===== src/rtl/mem_port_arbiter.sv =====
// Arbitrates instruction-fetch and data requests onto one shared memory port.
// Define MEM_ARB_ROUND_ROBIN_EN for round-robin arbitration; the default is fixed data priority.
module mem_port_arbiter #(
  parameter int unsigned TIMEOUT_CYC = 15
) (
  input  logic        clk,
  input  logic        reset,
  input  logic        if_req,
  input  logic [31:0] if_addr,
  output logic [31:0] if_rdata,
  output logic        if_valid,
  input  logic        dm_req,
  input  logic        dm_we,
  input  logic [2:0]  dm_mode,
  input  logic [31:0] dm_addr,
  input  logic [31:0] dm_wdata,
  output logic [31:0] dm_rdata,
  output logic        dm_valid,
  output logic        mem_req,
  output logic        mem_we,
  output logic [2:0]  mem_mode,
  output logic [31:0] mem_addr,
  output logic [31:0] mem_wdata,
  input  logic [31:0] mem_rdata,
  input  logic        mem_ready,
  output logic        stall_if,
  output logic        stall_mem,
  output logic        bus_err
);

  localparam int unsigned CW = (TIMEOUT_CYC > 0) ? $clog2(TIMEOUT_CYC + 1) : 1;

  typedef enum logic [1:0] {IDLE, FETCH, DATA, DONE} state_e;

  state_e        state_q, state_d;
  logic [CW-1:0] cnt_q, cnt_d;
  logic          gnt_dm_q, gnt_dm_d;
  logic          err_q, err_d;
  logic [31:0]   if_rdata_q, if_rdata_d;
  logic [31:0]   dm_rdata_q, dm_rdata_d;
  logic          mem_req_q, mem_req_d;
  logic          mem_we_q, mem_we_d;
  logic [2:0]    mem_mode_q, mem_mode_d;
  logic [31:0]   mem_addr_q, mem_addr_d;
  logic [31:0]   mem_wdata_q, mem_wdata_d;
  logic          pick_dm;
  logic          timeout_hit;
`ifdef MEM_ARB_ROUND_ROBIN_EN
  logic          last_dm_q, last_dm_d;
`endif

  // Abort fires on the cycle whose increment would make the count reach TIMEOUT_CYC.
  assign timeout_hit = (TIMEOUT_CYC != 0) &&
                       ({{(32-CW){1'b0}}, cnt_q} == TIMEOUT_CYC - 32'd1);

  always_comb begin
    state_d     = state_q;
    cnt_d       = cnt_q;
    gnt_dm_d    = gnt_dm_q;
    err_d       = err_q;
    if_rdata_d  = if_rdata_q;
    dm_rdata_d  = dm_rdata_q;
    mem_we_d    = mem_we_q;
    mem_mode_d  = mem_mode_q;
    mem_addr_d  = mem_addr_q;
    mem_wdata_d = mem_wdata_q;
`ifdef MEM_ARB_ROUND_ROBIN_EN
    last_dm_d   = last_dm_q;
    pick_dm     = dm_req & (~if_req | ~last_dm_q);
`else
    pick_dm     = dm_req;
`endif

    unique case (state_q)
      IDLE: begin
        if (pick_dm) begin
          state_d     = DATA;
          gnt_dm_d    = 1'b1;
          cnt_d       = '0;
          mem_we_d    = dm_we;
          mem_mode_d  = dm_mode;
          mem_addr_d  = dm_addr;
          mem_wdata_d = dm_wdata;
`ifdef MEM_ARB_ROUND_ROBIN_EN
          last_dm_d   = 1'b1;
`endif
        end else if (if_req) begin
          state_d     = FETCH;
          gnt_dm_d    = 1'b0;
          cnt_d       = '0;
          mem_we_d    = 1'b0;
          mem_mode_d  = 3'b010;
          mem_addr_d  = if_addr;
          mem_wdata_d = '0;
`ifdef MEM_ARB_ROUND_ROBIN_EN
          last_dm_d   = 1'b0;
`endif
        end
      end
      FETCH, DATA: begin
        // mem_ready has precedence over a timeout landing in the same cycle.
        if (mem_ready) begin
          state_d = DONE;
          if (state_q == DATA) dm_rdata_d = mem_rdata;
          else                 if_rdata_d = mem_rdata;
        end else if (timeout_hit) begin
          state_d = DONE;
          err_d   = 1'b1;
          if (state_q == DATA) dm_rdata_d = '0;
          else                 if_rdata_d = '0;
        end else begin
          cnt_d = cnt_q + 1'b1;
        end
      end
      DONE: begin
        state_d = IDLE;
        err_d   = 1'b0;
      end
      default: state_d = IDLE;
    endcase

    mem_req_d = (state_d == FETCH) || (state_d == DATA);
  end

  always_ff @(posedge clk or posedge reset) begin
    if (reset) begin
      state_q     <= IDLE;
      cnt_q       <= '0;
      gnt_dm_q    <= 1'b0;
      err_q       <= 1'b0;
      if_rdata_q  <= '0;
      dm_rdata_q  <= '0;
      mem_req_q   <= 1'b0;
      mem_we_q    <= 1'b0;
      mem_mode_q  <= '0;
      mem_addr_q  <= '0;
      mem_wdata_q <= '0;
`ifdef MEM_ARB_ROUND_ROBIN_EN
      last_dm_q   <= 1'b0;
`endif
    end else begin
      state_q     <= state_d;
      cnt_q       <= cnt_d;
      gnt_dm_q    <= gnt_dm_d;
      err_q       <= err_d;
      if_rdata_q  <= if_rdata_d;
      dm_rdata_q  <= dm_rdata_d;
      mem_req_q   <= mem_req_d;
      mem_we_q    <= mem_we_d;
      mem_mode_q  <= mem_mode_d;
      mem_addr_q  <= mem_addr_d;
      mem_wdata_q <= mem_wdata_d;
`ifdef MEM_ARB_ROUND_ROBIN_EN
      last_dm_q   <= last_dm_d;
`endif
    end
  end

  assign if_rdata  = if_rdata_q;
  assign dm_rdata  = dm_rdata_q;
  assign if_valid  = (state_q == DONE) & ~gnt_dm_q;
  assign dm_valid  = (state_q == DONE) & gnt_dm_q;
  assign bus_err   = err_q;
  assign mem_req   = mem_req_q;
  assign mem_we    = mem_we_q;
  assign mem_mode  = mem_mode_q;
  assign mem_addr  = mem_addr_q;
  assign mem_wdata = mem_wdata_q;
  assign stall_if  = if_req & ~if_valid;
  assign stall_mem = dm_req & ~dm_valid;

endmodule


===== config.mk =====
export PLATFORM = sky130hd
export DESIGN_NAME = mem_port_arbiter
export DESIGN_NICKNAME = d
export VERILOG_FILES = /design/src/rtl/mem_port_arbiter.sv
export SDC_FILE = /design/constraint.sdc
export NUM_CORES = 1
export LEC_CHECK = 0
export ABC_AREA = 1
export CORE_ASPECT_RATIO = 0.8
export CORE_UTILIZATION = 40
export CTS_CLUSTER_DIAMETER = 150
export DETAILED_ROUTE_END_ITERATION = 10
export PLACE_DENSITY = 0.78
export SETUP_SLACK_MARGIN = 0.15
export SYNTH_ARGS = -nofsm -noshare
export SYNTH_HDL_FRONTEND = slang
export SYNTH_SLANG_ARGS = --single-unit
export TNS_END_PERCENT = 100

===== constraint.sdc =====
create_clock -name clk -period 6.15 [get_ports clk]
set_clock_uncertainty 0.2 [all_clocks]
set_input_delay 0.9225 -clock clk [delete_from_list [all_inputs] [get_ports clk]]
set_output_delay 0.9225 -clock clk [all_outputs]
set_load 0.03 [all_outputs]

# Word level (Yosys, flattened, before mapping)
# Index checks and enable logic that the tools add are counted.
[classes]
addsub = 1
n_eq_ne = 10
mux = 30
bitwise_logic = 8
reduce_logical = 12
[op_table]
columns = ["cell", "count"]
rows = [
  ["2-to-1 mux 32 bit", 12],
  ["2-to-1 mux 4 bit", 4],
  ["AND reduction 3 bit", 3],
  ["2-to-1 mux 2 bit", 4],
  ["case mux 4 bit (2 select lines)", 1],
  ["nonzero test 2 bit", 4],
  ["equality test 2 bit, second input constant", 3],
  ["2-to-1 mux 3 bit", 2],
  ["inequality test 2 bit, second input constant", 3],
  ["case mux 2 bit (3 select lines)", 1],
  ["2-to-1 mux 1 bit", 5],
  ["adder 4 x 1 -> 4 bit, second input constant", 1],
  ["bitwise AND 1 bit", 4],
  ["equality test 2 x 1 -> 1 bit, second input constant", 2],
  ["equality test 4 bit, second input constant", 1],
  ["inverter 1 bit", 4],
  ["AND reduction 4 bit", 1],
  ["inequality test 3 bit, second input constant", 1],
  ["zero test 2 bit", 1],
  ["case mux 1 bit (2 select lines)", 1],
  ["AND reduction 2 bit", 1],
  ["OR reduction 2 bit", 1],
  ["logical OR 1 bit", 1],
]
[totals]
reg_bits = 141
input_bits = 137
out_inout_bits = 138
elab_cells = 72

# Logic depth before layout (Yosys ltp)
# Gate-level depths: netlist of the first run.
[depth]
word_depth = 6
mapped_depth = 9
mapped_depth_nobuf = 8

# Worst setup path after synthesis of the first run
# OpenSTA, ideal clock, no wires.
[synth_path]
path_type = "input -> output"
from = "input port dm_req"
to = "output port stall_mem"
arrival_ns = 1.744
required_time_ns = 5.027
path_slack_ns = 3.283
path_stages = 4
n_path_buf = 2
cell_sequence = "buf_6 inv_2 clkbuf_1 nor2_1"
[synth_between]
elab_chain_len = 1
[synth_lines]
columns = ["item", "line_no", "text"]
rows = [
  ["from (decl)", "12", "input logic dm_req,"],
  ["bitwise AND 1 bit", "170", "assign stall_mem = dm_req & ~dm_valid;"],
  ["to (decl)", "27", "output logic stall_mem,"],
]
# No other way between the ends.

# Final worst setup path of the first run
# Same ends and word-level chain as after synthesis.

==> flow_summary.ini, run 1 <==
[status]
status = finished, violations left
violations = DRC

[critical_path]
worst_path_max_delay_cell = clkdlybuf4s50_1
crit_required_ns = 5.03
cp_cell_sequence = clkdlybuf4s50_1 -> inv_2 -> nor2_1 -> clkdlybuf4s50_1
max_stage_delay_ns = 0.61
path_class = in -> out
crit_top_cell = clkdlybuf4s50_1
cp_top_family = buffers and inverters
cp_max_fo = 36
cp.arrival_ns = 2.56
cp-start-kind = primary input
endpoint_kind = output port
crit_buf_inv = 3

[timing]
finalSetupViolCount = 0
period_share_pct = 60.0
maxSlewViolCount = 0
setup_tns_ns = 0
tightest_slew_ns = 1.06
slew_headroom_pct = 29.1
hold_viol_final = 0
rsz0062_at_grt = false
fmax_ghz = 0.271
fin_crit_ns = 3.69

[global_route]
gr-total-overflow = 0
grt_pass1_wl_mm = 25.9
antenna_found_initial = 0
gr-usage-all-layers_pct = 21.7
grt_start_max_net_pins = 112
grt_pass1_vias = 4937

[cts]
cts_hold_buf = 0
cts_tree = yes
postCtsSetupBuffers = 0
clockBufferDepth = 2
root_buffer = clkbuf_16
cts.clk_slew.worst_paths_ns = 0.05
cts.sinks = 141
clk_latency_ns = 0.41
cts-htree-levels = 4
cts_resized = 0
cts_buffers = 17

[floorplan]
die_x_um = 139
core_sq_mm = 0.0144
ios = 275
row_count = 39
die_height_um = 111
start_util_pct = 41.5
dieArea_sq_mm = 0.0155

[detailed_routing]
drtPass1Iterations = 7
dr_total_vias = 5002
drcViolationCount = 18
wirelength_mm = 16.2
postRouteAntennaNets = 0
wl_per_cell_um = 15.6
drt_iter0_markers = 276
viasPerCell = 4.82

[synthesis]
yosys_warnings = 0
synth_cell_type_count = 31
syn-cell-area_sq_mm = 0.00599
ys_ff_latch = 141
ys_seq_area_share_pct = 58.9
synth_edf_count = 0
syn_nets = 725
synth-async-reset-ratio_pct = 100
synthCells = 583
synth_flop_cell = dfrtp_1
syn_avg_cell_area_sq_um = 10.3

[placement]
hpwl_mm = 11.3
port_buffers = 274
gp_congestion = 0.819

[finish]
fillers = 1223
mostFrequentLayoutCell = clkdlybuf4s50_1
register_area_sq_mm = 0.00353
drive_above_1_share_pct = 10.4
multi_input_area_sq_mm = 0.00211
nets = 983
antenna_cells = 0
area_growth_pct = 54.8
mostFrequentLayoutCells = 274 x clkdlybuf4s50_1, 190 x nand2_1, 141 x dfrtp_1

[hold_path]
worstHoldPathType = reg -> reg

[power_and_ir_drop]
ir_worst_vdd_mv = 0.281
power.leakage_nw = 4.08
p_per_area_mw_per_mm2 = 571
total_power_mw = 5.29

[flow_run]
drv_cap = 0
[cell type report]
class	count	area share, %
multi-input combinational	389	22.8
clock buffer	20	4.93
tap	184	2.48
timing repair buffer	277	29.8
sequential	141	38.1
inverter	15	0.661
clock inverter	11	1.28
[per-layer routing]
| layer | global-route usage [%] | part of all wire, % | routed length [um] | vias to the layer above |
|---|---|---|---|---|
| met1 | 25.3 | 41 | 6600 | 2327 |
| met3 | 8.69 | 9.7 | 1570 | 21 |
| met4 | 7.78 | 1.6 | 262 | 0 |
| li1 | - | - | - | 2468 |
| met2 | 36.2 | 48 | 7730 | 186 |
| met5 | 0 | 0 | 0 | - |
[Yosys cell counts (2+ instances only)]
cell | number | share of area [%]
nor2_1 | 41 | 2.6
buf_2 | 5 | 0.42
o21ai_0 | 2 | 0.17
buf_6 | 17 | 3.2
inv_2 | 2 | 0.13
nand3_1 | 3 | 0.25
inv_1 | 13 | 0.81
dfrtp_1 | 141 | 59
o21ai_1 | 18 | 1.5
buf_1 | 2 | 0.13
nand2_1 | 190 | 12
a31oi_1 | 32 | 3.3
a22o_1 | 35 | 5.1
a21oi_1 | 4 | 0.33
buf_4 | 5 | 0.63
clkbuf_1 | 9 | 0.56
ha_1 | 5 | 1.0
o21ai_2 | 46 | 6.7
[worst min-delay path: stages (launching register included)]
cell,delay [ns]
dfrtp_1,0.34
nand2_1,0.06
o21ai_2,0.05
[report_power, final]
| group | internal [mW] | leakage [nW] | switching [mW] | total, mW |
|---|---|---|---|---|
| clock | 0.614 | 0.285 | 0.383 | 0.996 |
| combinational | 1.10 | 2.02 | 1.61 | 2.71 |
| sequential | 1.35 | 1.78 | 0.235 | 1.59 |
| total | 3.06 | 4.08 | 2.23 | 5.29 |
[state kept, by name, indices dropped and copies added, names as in the netlist]
name	count
bus_err	1
cnt_q	4
mem_mode	3
dm_rdata	32
gnt_dm_q	1
mem_wdata	32
mem_req	1
mem_addr	32
mem_we	1
if_rdata	32
state_q	2
[kinds of logic after synthesis]
| family | share of synthesized area, % |
|---|---|
| and+or+nand+nor | 16.2 |
| xor gates and xnor gates | 0.146 |
| adders and majority gates | 1.04 |
| buffers and inverters | 5.87 |
| AOI/OAI and AO/OA | 17.9 |
| DFF | 58.9 |
[worst paths after layout]
path,from,endpoint,slack [ns],cells after the start
max in group asynchronous,reset,mem_addr[25],3.83,3
max reg2reg,state_q[1],mem_addr[13],3.53,6
min in group asynchronous,reset,if_rdata[20],0.90,2
min,dm_rdata[28],dm_rdata[28],0.28,2
min reg2reg,dm_rdata[28],dm_rdata[28],0.28,2
max,dm_req,stall_mem,2.46,4
[per-stage QoR]
step / cell area, sq um / hold WS [ns] / cells / util (%) / setup slack (ns)
after floorplan: 5990 / 0.272 / 583 / - / 1.25
final: 9270 / 0.278 / 1037 / 64.2 / 2.46
after CTS: 9270 / 0.281 / 1037 / 64.2 / 2.46
after detailed placement: 8700 / 0.267 / 1006 / 60.2 / 2.18
after global routing: 9270 / 0.285 / 1037 / 64.2 / 2.38
after global placement: 8700 / 0.262 / 1006 / 60.2 / 2.27
Power figures use the tool's default switching activity.
==> run 2: changes to the inputs <==
Settings changed: CORE_UTILIZATION 40 to 38.
Clock period 6.15 ns to 2.95 ns, I/O delays scaled along.
==> run 2 against run 1 <==
Against the previous run: the flow now finishes without violations; critical endpoint is now stall_if; setup slack got worse by 2.1 ns; sequential power grew 110%; die area increased by 5.2%; worst hold slack is essentially flat; combinational power increased by 110%.
==> flow_summary.ini, run 2 (synthesized netlist as in run 1, its figures left out) <==
[timing]
maxSlewViolCount = 0
finalSetupViolCount = 0
fin_crit_ns = 2.63
slew_headroom_pct = 52.4
tightest_slew_ns = 0.712
fmax_ghz = 0.380
setup_tns_ns = 0
rsz0062_at_grt = false
hold_viol_final = 0
period_share_pct = 89.1

[global_route]
grt_pass1_wl_mm = 25.4
met3_usage_pct = 5.60
grt_use_met1_pct = 25.4
globalRoute.busiestLayer = met2
grt_start_max_net_pins = 65
antenna_found_initial = 0
gr-total-overflow = 0
grt_pass1_vias = 4964
grt.met2_usage_pct = 33.3
gr-usage-all-layers_pct = 20.3

[detailed_routing]
dr_total_vias = 5071
drcViolationCount = 0
postRouteAntennaNets = 0
wl_per_cell_um = 14.9
drt_iter0_markers = 294
drtPass1Iterations = 4
wirelength_mm = 16.1
viasPerCell = 4.71

[finish]
final_design_area_no_fill_sq_mm = 0.00958
fillers = 1265
drive_above_1_share_pct = 11.9
mostFrequentLayoutCells = 273 x clkdlybuf4s50_1, 190 x nand2_1, 141 x dfrtp_1
mostFrequentLayoutCell = clkdlybuf4s50_1
multi_input_area_sq_mm = 0.00211
area_growth_pct = 59.9
antenna_cells = 0
nets = 997
register_area_sq_mm = 0.00353

[critical_path]
cp_max_fo = 4
cp.arrival_ns = 1.99
worst_path_max_delay_cell = clkdlybuf4s50_1
cp-start-kind = flop
cp_cell_sequence = ha_1 -> inv_1 -> nor2_1 -> nor2_1 -> clkdlybuf4s50_1
max_stage_delay_ns = 0.69
crit_top_cell = nor2_1
path_class = reg -> out
path_depth = 5
crit_buf_inv = 2
crit_required_ns = 2.31
r2r_cells = 6
endpoint_kind = output port
cp_top_family = buffers and inverters

[cts]
cts.clk_slew.worst_paths_ns = 0.06
clk_latency_ns = 0.41
clockBufferDepth = 2
cts.sinks = 141
postCtsSetupBuffers = 0
cts-htree-levels = 4
cts_hold_buf = 0
cts_resized = 0
cts_tree = yes
cts_buffers = 17
root_buffer = clkbuf_16

[power_and_ir_drop]
p_comb_share_pct = 50.6
power.leakage_nw = 4.20
p_clk_share_pct = 20.5
p_per_area_mw_per_mm2 = 1190
seqPwrFrac_pct = 28.9
ir_worst_vdd_mv = 0.495
internal-power_mw = 6.74
total_power_mw = 11.4
p_sw_mw = 4.66
switching_share_pct = 40.9

[floorplan]
die_height_um = 114
core_sq_mm = 0.0152
die_x_um = 142
row_count = 40
dieArea_sq_mm = 0.0163
start_util_pct = 39.4
ios = 275

[placement]
port_buffers = 274
hpwl_mm = 11.5
place_area_sq_mm = 0.00893
gp_congestion = 0.780

[status]
status = finished, final reports clean

[hold_path]
worstHoldPathType = reg -> reg
whs_path_depth = 2

[flow_run]
drv_cap = 0
## run 2: power groups by stage
stage / logic (mW) / clock network, mW / registers, mW
after CTS: 5.81 / 2.38 / 3.30
after global routing: 6.13 / 2.48 / 3.41
after global placement: 5.73 / 0 / 3.30
after floorplan: 1.90 / 0 / 4.95
final: 5.76 / 2.34 / 3.30
after detailed placement: 5.79 / 0 / 3.32
## run 2: worst min-delay path, stage by stage, from the launching register on
cell and delay (ns):
dfrtp_1 0.34, nand2_1 0.06, o21ai_2 0.05
## run 2: worst paths after layout
| kind | to | slack (ns) | start |
|---|---|---|---|
| min in group asynchronous | mem_wdata[13] | 0.30 | reset |
| hold / removal | dm_rdata[28] | 0.28 | dm_rdata[28] |
| max in group asynchronous | mem_wdata[31] | 1.65 | reset |
| setup / recovery | stall_if | 0.32 | state_q[1] |
| hold reg to reg | dm_rdata[28] | 0.28 | dm_rdata[28] |
| setup reg to reg | if_rdata[9] | 0.82 | state_q[1] |
## run 2: routing by layer
| metal | wire, um | share of wire [%] | vias up |
|---|---|---|---|
| met4 | 256 | 1.6 | 0 |
| met3 | 1050 | 6.5 | 17 |
| met2 | 7900 | 49 | 184 |
| met1 | 6860 | 43 | 2369 |
| li1 | - | - | 2501 |
| met5 | 0 | 0 | - |
## run 2: cell type report
type	instances	area share (%)
clock inverter	10	1.95
timing repair buffer	291	31.0
clock buffer	21	4.81
inverter	15	0.627
sequential	141	36.8
tap	210	2.74
multi-input combinational	389	22.0
## run 2: per-stage QoR
step	utilization [%]	hold WS (ns)	cells	worst slack [ns]
final	62.9	0.278	1077	0.320
after global routing	62.9	0.296	1077	0.225
after CTS	62.9	0.282	1077	0.288
after detailed placement	58.7	0.268	1046	0.417
after global placement	58.7	0.265	1046	0.441
after floorplan	-	0.272	583	0.544
==> run 3: changes to the inputs <==
Settings changed: CTS_CLUSTER_DIAMETER 150 to 200, SKIP_CTS_REPAIR_TIMING set to 1.
==> results of run 3 <==
Same layout as run 2: the final DEF is identical, and so are final timing and power.
